## src/rtl/hex2ascii_pkg.sv

```systemverilog
// Shared types and constants for the hex-to-ASCII UART transmitter.
// Optional CR/LF trailer is enabled by defining HEX2ASCII_CRLF_EN.
package hex2ascii_pkg;

    typedef enum logic [1:0] {
        ST_IDLE,
        ST_START,
        ST_DATA,
        ST_STOP
    } tx_state_e;

    localparam logic [7:0] ASCII_CR      = 8'h0D;
    localparam logic [7:0] ASCII_LF      = 8'h0A;
    localparam logic [7:0] ASCII_ZERO    = 8'h30;
    localparam logic [7:0] HEX_ALPHA_OFS = 8'h37;

    function automatic logic [7:0] hex_to_ascii(input logic [3:0] nib);
        logic [7:0] ext;
        ext = {4'h0, nib};
        return (nib < 4'd10) ? (ASCII_ZERO + ext) : (HEX_ALPHA_OFS + ext);
    endfunction

endpackage

```

## src/rtl/hex2ascii_baud_cnt.sv

```systemverilog
// Bit-time counter: oTick marks the last cycle of every bit period.
// iClr restarts the period; the count also reloads to 0 on each tick.
module hex2ascii_baud_cnt #(
    parameter int CLKS_PER_BIT = 434
) (
    input  logic clk,
    input  logic iRst,
    input  logic iEn,
    input  logic iClr,
    output logic oTick
);

    localparam int CW = (CLKS_PER_BIT > 1) ? $clog2(CLKS_PER_BIT) : 1;
    localparam logic [CW-1:0] LAST = CW'(CLKS_PER_BIT - 1);

    logic [CW-1:0] cnt_q;
    logic [CW-1:0] cnt_d;

    always_comb begin
        cnt_d = cnt_q;
        oTick = 1'b0;
        if (iClr) begin
            cnt_d = '0;
        end else if (iEn) begin
            if (cnt_q == LAST) begin
                oTick = 1'b1;
                cnt_d = '0;
            end else begin
                cnt_d = cnt_q + 1'b1;
            end
        end
    end

    always_ff @(posedge clk) begin
        if (iRst) begin
            cnt_q <= '0;
        end else begin
            cnt_q <= cnt_d;
        end
    end

endmodule

```

## src/rtl/hex2ascii_tx.sv

```systemverilog
// Sends a hex nibble as one 8N1 ASCII character on a UART line.
// Define HEX2ASCII_CRLF_EN to append CR and LF frames to every character.
module hex2ascii_tx
    import hex2ascii_pkg::*;
#(
    parameter int CLKS_PER_BIT = 434
) (
    input  logic       clk,
    input  logic       iRst,
    input  logic [3:0] iDigit,
    input  logic       iValid,
    output logic       oReady,
    output logic       oTx,
    output logic       oDone
);

    tx_state_e  state_q, state_d;
    logic [2:0] bit_cnt_q, bit_cnt_d;
    logic [7:0] shift_q, shift_d;
    logic       tx_q, tx_d;
    logic       tick;
    logic       baud_clr;
    logic       last_frame;
    logic       frame_end;
    logic [7:0] next_char;

`ifdef HEX2ASCII_CRLF_EN
    logic [1:0] chr_q, chr_d;

    assign last_frame = (chr_q == 2'd2);
    assign next_char  = (chr_q == 2'd0) ? ASCII_CR : ASCII_LF;
`else
    assign last_frame = 1'b1;
    assign next_char  = 8'h00;
`endif

    hex2ascii_baud_cnt #(
        .CLKS_PER_BIT(CLKS_PER_BIT)
    ) u_baud (
        .clk  (clk),
        .iRst (iRst),
        .iEn  (state_q != ST_IDLE),
        .iClr (baud_clr),
        .oTick(tick)
    );

    always_comb begin
        state_d   = state_q;
        bit_cnt_d = bit_cnt_q;
        shift_d   = shift_q;
        baud_clr  = 1'b0;
        frame_end = 1'b0;
`ifdef HEX2ASCII_CRLF_EN
        chr_d     = chr_q;
`endif
        unique case (state_q)
            ST_IDLE: begin
                if (iValid) begin
                    state_d  = ST_START;
                    shift_d  = hex_to_ascii(iDigit);
                    baud_clr = 1'b1;
`ifdef HEX2ASCII_CRLF_EN
                    chr_d    = 2'd0;
`endif
                end
            end
            ST_START: begin
                if (tick) state_d = ST_DATA;
            end
            ST_DATA: begin
                if (tick) begin
                    shift_d = {1'b0, shift_q[7:1]};
                    if (bit_cnt_q == 3'd7) begin
                        bit_cnt_d = 3'd0;
                        state_d   = ST_STOP;
                    end else begin
                        bit_cnt_d = bit_cnt_q + 3'd1;
                    end
                end
            end
            ST_STOP: begin
                if (tick) begin
                    if (!last_frame) begin
                        state_d = ST_START;
                        shift_d = next_char;
`ifdef HEX2ASCII_CRLF_EN
                        chr_d   = chr_q + 2'd1;
`endif
                    end else begin
                        // Ready is raised this cycle, so a waiting request starts at once.
                        frame_end = 1'b1;
                        if (iValid) begin
                            state_d = ST_START;
                            shift_d = hex_to_ascii(iDigit);
`ifdef HEX2ASCII_CRLF_EN
                            chr_d   = 2'd0;
`endif
                        end else begin
                            state_d = ST_IDLE;
                        end
                    end
                end
            end
            default: state_d = ST_IDLE;
        endcase

        if (state_d == ST_START) begin
            tx_d = 1'b0;
        end else if (state_d == ST_DATA) begin
            tx_d = shift_d[0];
        end else begin
            tx_d = 1'b1;
        end
    end

    always_ff @(posedge clk) begin
        if (iRst) begin
            state_q   <= ST_IDLE;
            bit_cnt_q <= 3'd0;
            shift_q   <= 8'h00;
            tx_q      <= 1'b1;
`ifdef HEX2ASCII_CRLF_EN
            chr_q     <= 2'd0;
`endif
        end else begin
            state_q   <= state_d;
            bit_cnt_q <= bit_cnt_d;
            shift_q   <= shift_d;
            tx_q      <= tx_d;
`ifdef HEX2ASCII_CRLF_EN
            chr_q     <= chr_d;
`endif
        end
    end

    assign oTx    = tx_q;
    assign oDone  = frame_end;
    assign oReady = (state_q == ST_IDLE) || frame_end;

endmodule

```

## config.mk

```make
export PLATFORM = sky130hd
export DESIGN_NAME = hex2ascii_tx
export DESIGN_NICKNAME = d
export VERILOG_FILES = /design/src/rtl/hex2ascii_pkg.sv /design/src/rtl/hex2ascii_baud_cnt.sv /design/src/rtl/hex2ascii_tx.sv
export SDC_FILE = /design/constraint.sdc
export NUM_CORES = 1
export LEC_CHECK = 0
export CAP_MARGIN = 5
export CORE_ASPECT_RATIO = 0.7
export CORE_UTILIZATION = 60
export DETAILED_ROUTE_END_ITERATION = 7
export GPL_ROUTABILITY_DRIVEN = 0
export PLACE_DENSITY = 0.89
export SLEW_MARGIN = 20
export SYNTH_ARGS = -nofsm -noshare
export SYNTH_HDL_FRONTEND = slang
export SYNTH_SLANG_ARGS = --single-unit
```

## constraint.sdc

```tcl
create_clock -name clk -period 2.9 [get_ports clk]
set_input_delay 0.58 -clock clk [delete_from_list [all_inputs] [get_ports clk]]
set_output_delay 0.58 -clock clk [all_outputs]
set_load 0.005 [all_outputs]
```

==> results of run 1 <==
-- path summary, 6_finish.rpt --
path / end / slack [ps] / depth (start not counted)
setup reg to reg: shift_q[3] / 1020 / 6
hold / removal: shift_q[1] / 510 / 1
setup / recovery: oReady / 310 / 4
hold reg to reg: shift_q[1] / 510 / 1
-- cells by family after synthesis --
family | share of synthesized area, %
AO/OA/AOI/OAI | 18.8
adder cells (fa/ha/maj) | 5.03
XOR/XNOR | 5.63
multiplexers | 2.81
flip-flops | 37.0
AND/OR/NAND/NOR | 27.3
buffers and inverters | 3.42
-- sequential cells by signal (all words and copies together), names as in the netlist --
name,count
bit_cnt_q,3
oTx,1
shift_q,8
state_q,2
u_baud.cnt_q,9
-- power by group through the flow --
stage / clock, uW / combinational [uW] / sequential [uW]
2_1_floorplan: 0 / 64.1 / 341
3_3_place_gp: 0 / 84.9 / 344
3_5_place_dp: 0 / 89.0 / 346
4_1_cts: 151 / 89.4 / 339
5_1_grt: 161 / 100 / 341
6_report: 149 / 91.3 / 339
-- cell type report --
class,count,area [sq um]
flip-flops and latches,23,460
clock buffers,3,22.5
well taps,22,27.5
clock inverters,1,5.00
fillers,149,529
inverters,5,18.8
multi-input cells,108,742
repair buffers,10,97.6
-- placed cells by master (no fill, tap or decap), drive strengths merged, types with 3 or more instances in the layout --
cell type	synthesis	final
nor2	20	20
xor2	5	5
xnor2	3	3
nor2b	3	3
a211oi	4	4
or3	3	3
clkbuf	4	3
nand3	4	4
nand2	12	12
clkdlybuf4s50	0	9
nand4	4	4
dfxtp	23	23
a221o	3	3
ha	5	5
a21oi	7	7
o21ai	9	9
inv	5	5
-- through the flow --
step           total power [uW]  instances  hold slack, ps  instance area (sq um)
6_report                    579        172             507                   1370
2_1_floorplan               405        141             444                   1240
3_3_place_gp                429        168             468                   1350
4_1_cts                     580        172             501                   1370
3_5_place_dp                435        168             471                   1350
5_1_grt                     602        172             526                   1370
-- per-layer routing --
layer  GRT usage (%)  vias up  wire length, um
li1                -      529                -
met1            30.2      496             1240
met2            47.4       54             1250
met3            8.39        9              229
met4            9.15        0               48
met5               0        -                0
==> summary.md, run 1 <==
| Metric | Value |
|---|---|
| Share of cells above drive strength 1 | `between 10% and 20%` |
| Synth-to-Final Area Change | `10.4%` |
| Max Fanout on Critical Path | `5` |
| Count leader, synth | `dfxtp_1` |
| Sw power | `between 150 and 200 uW` |
| Final setup fails | `0` |
| Core Rows | `13` |
| Worst vdd ir | `between 300 and 400 uV` |
| Starting Density | `between 60 and 70%` |
| Mapped Nets | `153` |
| FMAX | `about 390 MHz` |
| Ys async rst share | `0%` |
| Setup TNS | `0 ps` |
| Ports | `10` |
| Cell Chain, Critical Path | `ha_1 -> and4b_4 -> a31o_2 -> clkdlybuf4s50_1` |
| Most instantiated cells after synthesis | `23 x dfxtp_1, 19 x nor2_1, 11 x nand2_1` |
| DRC errors left | `0` |
| Mean Syn Cell Area | `about 8.8 sq um` |
| Crit path kind | `flip-flop to primary output` |
| Routed via count | `about 1100` |
| Die height | `40.1 um` |
| Clock buffer count from CTS | `3` |
| Post-route antenna net violation count | `0` |
| Via density | `between 6 and 7` |
| Vias in the first global route | `960` |
| Post-Synthesis Cell Area | `between 1000 and 1500 sq um` |
| Crit start category | `flip-flop` |
| Post-CTS setup buffers | `0` |
| RR Startpoint | `u_baud.cnt_q[0]` |
| YS warnings | `0` |
| Comb power frac | `approximately 16%` |
| Leading area contributor after synthesis | `dfxtp_1` |
| Crit path time final | `about 2600 ps` |
| Max-cap violations | `0` |
| Worst Path Arrival | `2010 ps` |
| Hold Path Class | `flip-flop to flip-flop` |
| Rel. slew slack | `68.1%` |
| CTS Hold Bufs | `0` |
| Status | `finished, final reports clean` |
| Die X | `56.4 um` |
| Max-slew violations | `0` |
| Final Hold Fails | `0` |
| #FFs+latches synth | `23` |
| Diode count | `0` |
| Worst setup startpoint | `u_baud.cnt_q[0]` |
| Die area | `2260 sq um` |
| Clk sink count | `23` |
| Sequential share of power | `58.5%` |
| Htree depth | `1` |
| Clock buffer depth | `2` |
| P_leak | `slightly above 0.0005 uW` |
| Sequential area share after synthesis | `a little under two fifths` |
| First-pass GRT wire length | `4310 um` |
| Hold path startpoint | `shift_q[1]` |
| First DRT Iteration DRCs | `63` |
| Dominant synthesized flop cell | `dfxtp_1` |
| Core area | `1900 sq um` |
| Slew @ Worst Pin | `473 ps` |
| WL/cell | `roughly 16 um` |
| Skew final | `13.7 ps` |
| Grt total ovfl | `0` |
| Distinct cells, synth | `44` |
| CTS tree | `yes` |
| CP max stage cell | `clkdlybuf4s50_1` |
| Placement Setup Slack | `590 ps` |
| Initial DRT Pass Iterations | `4` |
| Switching part of the total power | `a little over a quarter` |
| Power share of the clock group | `roughly a quarter` |
| PortBufs | `9` |
| Worst-Skew Late Latency | `320 ps` |
| Crit end category | `primary output` |
| RSZ-0062 raised after global routing | `false` |
| Worst path max stage delay | `520 ps` |
| Routed WL | `between 2000 and 3000 um` |
| Initial antenna violation count | `0` |
| Tcrit/Tclk final | `about nine tenths` |
| Crit path buffers/inverters | `1` |
| Nets@finish | `163` |
| Largest net degree at the start of global routing | `14` |
| Top delay family on crit path | `buffers and inverters` |
| GR Util All Layers | `approximately a quarter` |
| Setup ws final | `around 310 ps` |
| CTS clock-pin slew for the worst setup and hold paths | `130 ps` |
| Internal power | `around 420 uW` |
| Clk root buf | `clkbuf_4` |
| Detailed Place HPWL | `about 2100 um` |
| Gates resized, CTS repair | `0` |
| Post-synth EDFFs | `0` |
| Final core area utilization | `slightly above 70%` |
| Power Density | `422 nW/um^2` |
| Ranking of synthesized cells by area | `dfxtp_1 37%, nor2_1 5.7%, ha_1 5.0%` |
| Synth top area share | `between 30% and 40%` |
| Cells after Synth | `about 140` |
| Crit path required time | `around 2300 ps` |
Note: power is estimated with default switching activity, not from simulation.
==> run 2, diff against run 1 <==
--- a/config.mk
+++ b/config.mk
@@ -5,12 +5,13 @@
 export SDC_FILE = /design/constraint.sdc
 export NUM_CORES = 1
 export LEC_CHECK = 0
-export CAP_MARGIN = 5
+export ABC_CLOCK_PERIOD_IN_PS = 2900
+export CAP_MARGIN = 20
 export CORE_ASPECT_RATIO = 0.7
-export CORE_UTILIZATION = 60
+export CORE_UTILIZATION = 30
 export DETAILED_ROUTE_END_ITERATION = 7
 export GPL_ROUTABILITY_DRIVEN = 0
-export PLACE_DENSITY = 0.89
+export PLACE_DENSITY = 0.54
 export SLEW_MARGIN = 20
 export SYNTH_ARGS = -nofsm -noshare
 export SYNTH_HDL_FRONTEND = slang
==> run 2 against run 1 <==
Combinational power fell by 0.8%. Count of clock-buffer cells in the layout rose by 1. Hold slack got worse by 16 ps. Die area rose by 95%. Clock power rose by 34%. Wire length fell by 4.2%. Cell count rose by 18%. Core utilization fell by 36 points.
==> summary.md, run 2 (same netlist as run 1, synthesis figures left out) <==
| Metric | Value |
|---|---|
| Detailed Place HPWL | `2000 um (-4.2%)` |
| Switching part of the total power | `25.3% (-2.1 points)` |
| Vias in the first global route | `1008 (+5.0%)` |
| Die X | `79.0 um (+40%)` |
| Core area | `3950 sq um (+110%)` |
| Multi-input logic area | `742 sq um (unchanged)` |
| Clk root buf | `clkbuf_8` |
| Post-CTS setup buffers | `0 (unchanged)` |
| Htree depth | `1 (unchanged)` |
| GR Util All Layers | `13.5% (-13 points)` |
| Fill cell count | `422 (+180%)` |
| Top Registers | `u_baud.cnt_q: 9 flops, shift_q: 8 flops, bit_cnt_q: 3 flops` |
| Power Density | `436 nW/um^2 (+3.4%)` |
| Slew @ Worst Pin | `524 ps (+51.0 ps)` |
| Top delay family on crit path | `buffers and inverters` |
| Core Rows | `19 (+6)` |
| Clock buffer depth | `2 (unchanged)` |
| Crit path kind | `flip-flop to primary output` |
| Worst Path Arrival | `1920 ps (-90 ps)` |
| Initial antenna violation count | `0 (unchanged)` |
| Crit path buffers/inverters | `1 (unchanged)` |
| Synth-to-Final Area Change | `15.4%` |
| DRC errors left | `0 (unchanged)` |
| First DRT Iteration DRCs | `47 (-25%)` |
| Max-cap violations | `0 (unchanged)` |
| CTS Hold Bufs | `0 (unchanged)` |
| Max Fanout on Critical Path | `5 (unchanged)` |
| Rel. slew slack | `64.7% (-3.4 points)` |
| Commonest non-fill, non-tap cells in the layout | `23 x dfxtp_1, 19 x nor2_1, 11 x nand2_1` |
| Largest net degree at the start of global routing | `13 (-1)` |
| Status | `finished, final reports clean` |
| PortBufs | `9 (unchanged)` |
| CTS tree | `yes` |
| Cell Chain, Critical Path | `ha_1 -> and4b_4 -> a31o_2 -> clkdlybuf4s50_1` |
| Storage cell area | `460 sq um (unchanged)` |
| Grt total ovfl | `0 (unchanged)` |
| Sequential share of power | `53.8% (-4.7 points)` |
| Crit end category | `primary output` |
| First-pass GRT wire length | `4610 um (+6.9%)` |
| RSZ-0062 raised after global routing | `false` |
| Clock buffer count from CTS | `3 (unchanged)` |
| Power share of the clock group | `31.7% (+6.0 points)` |
| Commonest non-fill, non-tap cell in the layout | `dfxtp_1` |
| Comb power frac | `14.5% (-1.2 points)` |
| Die height | `55.9 um (+39%)` |
| Crit start category | `flip-flop` |
| Crit path time final | `2500 ps (-88.9 ps)` |
| Tcrit/Tclk final | `86.2% (-3.1 points)` |
| Largest Register | `u_baud.cnt_q` |
| Clk sink count | `23 (unchanged)` |
| Max FFs per register | `9 (unchanged)` |
| CP max stage cell | `clkdlybuf4s50_1` |
| CTS clock-pin slew for the worst setup and hold paths | `80 ps (-50 ps)` |
| FMAX | `400 MHz (+3.6%)` |
| Worst path max stage delay | `510 ps (about the same)` |
| Post-Layout Cell Count | `203 (+18%)` |
| Final setup fails | `0 (unchanged)` |
| Gates resized, CTS repair | `0 (unchanged)` |
| Max-slew violations | `0 (unchanged)` |
| Starting Density | `31.5% (-34 points)` |
| P_leak | `0.000528 uW (+1.9%)` |
| Sw power | `158 uW (about the same)` |
| Via density | `5.09 (-20%)` |
| Internal power | `468 uW (+11%)` |
| Final Hold Fails | `0 (unchanged)` |
| Hold Path Class | `flip-flop to flip-flop` |
| Die area | `4420 sq um (+95%)` |
| Nets@finish | `164 (+0.61%)` |
| Placed Cells | `199 (+18%)` |
| Routed WL | `2640 um (-4.2%)` |
| Ports | `10 (unchanged)` |
| Routed via count | `1033 (-5.1%)` |
| Share of cells above drive strength 1 | `11.9% (-0.079 points)` |
| Worst-Skew Late Latency | `260 ps (-60 ps)` |
| Initial DRT Pass Iterations | `4 (unchanged)` |
| Worst vdd ir | `141 uV (-62%)` |
| Setup TNS | `0 ps (unchanged)` |
| Crit path required time | `2320 ps (about the same)` |
| WL/cell | `13.0 um (-19%)` |
| Post-route antenna net violation count | `0 (unchanged)` |
| Skew final | `1.56 ps (-12.1 ps)` |
| Diode count | `0 (unchanged)` |
-- run 2: area by class of cell --
| cell class | count | share of cell area [%] |
|---|---|---|
| multi-input cells | 108 | 51.7 |
| flip-flops and latches | 23 | 32.1 |
| repair buffers | 11 | 7.32 |
| well taps | 52 | 4.53 |
| clock buffers | 4 | 3.14 |
| inverters | 5 | 1.31 |
-- run 2: final timing paths --
path / from / endpoint / slack [ps] / cells past startpoint
min reg2reg: shift_q[2] / shift_q[1] / 490 / 1
max reg2reg: u_baud.cnt_q[0] / oTx / 1020 / 6
max: u_baud.cnt_q[0] / oReady / 400 / 4
min: shift_q[2] / shift_q[1] / 490 / 1
-- run 2: stage by stage --
step                power, uW  hold WS (ps)  setup WS [ps]  instance area (sq um)  utilization [%]
global route              666           511            284                   1440             36.4
global placement          433           463            569                   1390             35.3
CTS                       634           491            392                   1440             36.4
finish                    626           491            399                   1440             36.4
detailed placement        435           470            539                   1390             35.3
floorplan                 405           444           1180                   1240                -
-- run 2: power by group through the flow --
stage,combinational (uW),sequential [uW],clock (uW)
after floorplan,64.1,341,0
after global placement,88.5,344,0
after detailed placement,91.1,344,0
after CTS,91.4,337,206
after global routing,101,339,226
final,90.6,337,199
-- run 2: routing by layer --
metal,vias up,GRT usage [%],wire length (um)
met2,20,21.1,1170
met1,486,17.9,1310
met3,2,3.93,137
met5,-,0,0
met4,0,3.90,23
li1,525,-,-
-- run 2: worst register-to-register path: cells and delay by family (launching register included) --
| kind | cells | cell delay [ps] |
|---|---|---|
| DFF | 1 | 420 |
| adders and majority gates | 1 | 190 |
| and+or+nand+nor | 2 | 400 |
| muxes | 1 | 310 |
| AOI/OAI and AO/OA | 2 | 460 |
==> run 3, diff against run 2 <==
--- a/config.mk
+++ b/config.mk
@@ -5,6 +5,7 @@
 export SDC_FILE = /design/constraint.sdc
 export NUM_CORES = 1
 export LEC_CHECK = 0
+export ABC_AREA = 1
 export ABC_CLOCK_PERIOD_IN_PS = 2900
 export CAP_MARGIN = 20
 export CORE_ASPECT_RATIO = 0.7
==> run 3 against run 2 <==
Via count grew 12%. Fmax grew 0.76%. Sequential cell count is the same. Clock skew grew 0.76 ps. Count of clock-buffer cells in the layout shrank 1. Critical path depth grew 2. Sequential power is essentially flat.
==> summary.md, run 3 <==
| Metric | Value |
|---|---|
| Ranking of synthesized cells by area | `dfxtp_1 35%, nand2_1 13%, inv_1 8.3%` |
| WL/cell | `10.4 um (-20%)` |
| Worst Hold Depth | `2 (+1)` |
| Routed via count | `1158 (+12%)` |
| Post-CTS setup buffers | `0 (unchanged)` |
| Clk sink count | `23 (unchanged)` |
| XOR/XNOR share of the synthesized area | `0.668% (-5.0 points)` |
| Die height | `57.3 um (+2.5%)` |
| Max-cap violations | `0 (unchanged)` |
| Top Registers | `u_baud.cnt_q: 9 flops, shift_q: 8 flops, bit_cnt_q: 3 flops` |
| Clk root buf | `clkbuf_8` |
| Final Power | `626 uW (about the same)` |
| Max Fanout on Critical Path | `7 (+2)` |
| Clock buffer depth | `2 (unchanged)` |
| Most instantiated cells after synthesis | `46 x nand2_1, 29 x inv_1, 23 x dfxtp_1, 23 x nor2_1, 16 x o21ai_0` |
| Multiplexer share of the synthesized area | `0% (-2.8 points)` |
| CP max stage cell | `clkdlybuf4s50_1` |
| Final core area utilization | `36.9% (+0.51 points)` |
| Fin Hold WS | `456 ps (-35.9 ps)` |
| Largest Register | `u_baud.cnt_q` |
| Commonest non-fill, non-tap cell in the layout | `nand2_1` |
| Simple-Gate Fraction of Synth Area | `34.4% (+7.0 points)` |
| Crit path time final | `2480 ps (-18.9 ps)` |
| Initial DRT Pass Iterations | `4 (unchanged)` |
| PortBufs | `9 (unchanged)` |
| Cells after Synth | `196 (+39%)` |
| Rel. slew slack | `71.2% (+6.5 points)` |
| Power Density | `420 nW/um^2 (-3.7%)` |
| Setup TNS | `0 ps (unchanged)` |
| Cell Chain, Critical Path | `ha_1 -> nand2_1 -> nor2_4 -> nand2_4 -> o21ai_4 -> clkdlybuf4s50_1` |
| Distinct cells, synth | `25 (-43%)` |
| Worst-Skew Late Latency | `270 ps (about the same)` |
| Crit start category | `flip-flop` |
| Post-synth EDFFs | `0 (unchanged)` |
| Largest family of logic cells by synthesized area | `simple AND/OR/NAND/NOR gates` |
| Die area | `4640 sq um (+5.2%)` |
| Post-Synthesis Cell Area | `1310 sq um (+5.3%)` |
| Max-slew violations | `0 (unchanged)` |
| First-pass GRT wire length | `4700 um (+1.9%)` |
| Dominant synthesized flop cell | `dfxtp_1` |
| Core area | `4040 sq um (+2.4%)` |
| Worst Path Arrival | `1900 ps (-20 ps)` |
| Fill cell count | `453 (+7.3%)` |
| Htree depth | `1 (unchanged)` |
| Nets@finish | `220 (+34%)` |
| Final setup fails | `0 (unchanged)` |
| Synth Area in Adders | `4.77% (-0.25 points)` |
| YS warnings | `0 (unchanged)` |
| Post-synthesis compound-gate area fraction | `13.2% (-5.6 points)` |
| RSZ-0062 raised after global routing | `false` |
| Core Rows | `19 (unchanged)` |
| Mapped Nets | `208 (+36%)` |
| Starting Density | `32.4% (+0.90 points)` |
| First DRT Iteration DRCs | `74 (+57%)` |
| FMAX | `403 MHz (+0.76%)` |
| Post-Layout Cell Count | `259 (+28%)` |
| Gates resized, CTS repair | `0 (unchanged)` |
| CTS Hold Bufs | `0 (unchanged)` |
| Largest net degree at the start of global routing | `14 (+1)` |
| Ys async rst share | `0% (unchanged)` |
| Register-to-Register Path Depth | `8 (+2)` |
| Commonest non-fill, non-tap cells in the layout | `46 x nand2_1, 29 x inv_1, 23 x nor2_1, 23 x dfxtp_1, 16 x o21ai_0` |
| Die X | `81.0 um (+2.6%)` |
| CTS tree | `yes` |
| Count leader, synth | `nand2_1` |
| Max FFs per register | `9 (unchanged)` |
| Hold Path Class | `flip-flop to flip-flop` |
| Share of cells above drive strength 1 | `9.66% (-2.3 points)` |
| Tcrit/Tclk final | `85.6% (-0.65 points)` |
| Skew final | `2.32 ps (+0.759 ps)` |
| Initial antenna violation count | `0 (unchanged)` |
| Status | `finished, final reports clean` |
| Synth-to-Final Area Change | `13.7%` |
| Diode count | `0 (unchanged)` |
| Vias in the first global route | `961 (-4.7%)` |
| Detailed Place HPWL | `2060 um (+3.2%)` |
| GR Util All Layers | `13.5% (+0.041 points)` |
| Crit end category | `primary output` |
| Crit path required time | `2320 ps (about the same)` |
| Mean Syn Cell Area | `6.69 sq um (-24%)` |
| Ports | `10 (unchanged)` |
| Worst vdd ir | `201 uV (+42%)` |
| Final Hold Fails | `0 (unchanged)` |
| DRC errors left | `0 (unchanged)` |
| P_leak | `0.000670 uW (+27%)` |
| Crit path kind | `flip-flop to primary output` |
| Slew @ Worst Pin | `431 ps (-93.0 ps)` |
| Leading area contributor after synthesis | `dfxtp_1` |
| Via density | `4.47 (-12%)` |
| Post-route antenna net violation count | `0 (unchanged)` |
| Clock buffer count from CTS | `3 (unchanged)` |
| Sequential area share after synthesis | `35.1% (-1.9 points)` |
| Synth top area share | `35.1% (-1.9 points)` |
| CTS clock-pin slew for the worst setup and hold paths | `80 ps (about the same)` |
| Grt total ovfl | `0 (unchanged)` |
| Worst path max stage delay | `550 ps (+40 ps)` |
| Routed WL | `2690 um (+1.8%)` |
| #FFs+latches synth | `23 (unchanged)` |
| Placed Cells | `255 (+28%)` |
## run 3: report_power, final
part	total (uW)	switching [uW]	leakage [uW]	internal [uW]
Sequential	335	8.38	0.000187	327
Clock	205	108	0.0000255	96.1
Combinational	86.1	51.4	0.000457	34.7
## run 3: layer usage
layer / wire length [um] / up-vias / global-route usage (%)
li1: - / 642 / -
met4: 40 / 0 / 4.59
met5: 0 / - / 0
met2: 891 / 12 / 14.5
met3: 81 / 4 / 4.00
met1: 1680 / 500 / 23.2
## run 3: per-stage QoR
stage               worst slack, ps  instance area [sq um]
floorplan                      1340                   1310
global placement                708                   1450
detailed placement              699                   1450
CTS                             393                   1490
global route                    261                   1490
finish                          418                   1490
## run 3: critical path, delay by kind of cell (launching register included)
family | cells | cell delay (ps)
compound gates | 1 | 230
fa+ha+maj | 1 | 160
buf+inv | 1 | 550
flops | 1 | 390
simple gates | 3 | 310
## run 3: kinds of logic after synthesis
logic type	after synthesis
simple gates	99
compound gates	30
fa+ha+maj	5
xor+xnor	1
flops	23
buf+inv	38
## run 3: cell type report
class                           instances  area [sq um]  area share (%)
Clock buffer                            3          41.3            2.77
Inverter                               36           135            9.06
Tap cell                               52          65.1            4.36
Sequential cell                        23           460            30.9
Multi-Input combinational cell        135           694            46.6
Timing Repair Buffer                    9          90.1            6.04
Clock inverter                          1          5.00           0.336
## run 3: worst paths after layout
| check | from | endpoint | slack (ps) |
|---|---|---|---|
| hold / removal | shift_q[7] | shift_q[7] | 460 |
| setup / recovery | u_baud.cnt_q[0] | oReady | 420 |
| setup reg to reg | u_baud.cnt_q[1] | shift_q[4] | 1100 |
| hold reg to reg | shift_q[7] | shift_q[7] | 460 |
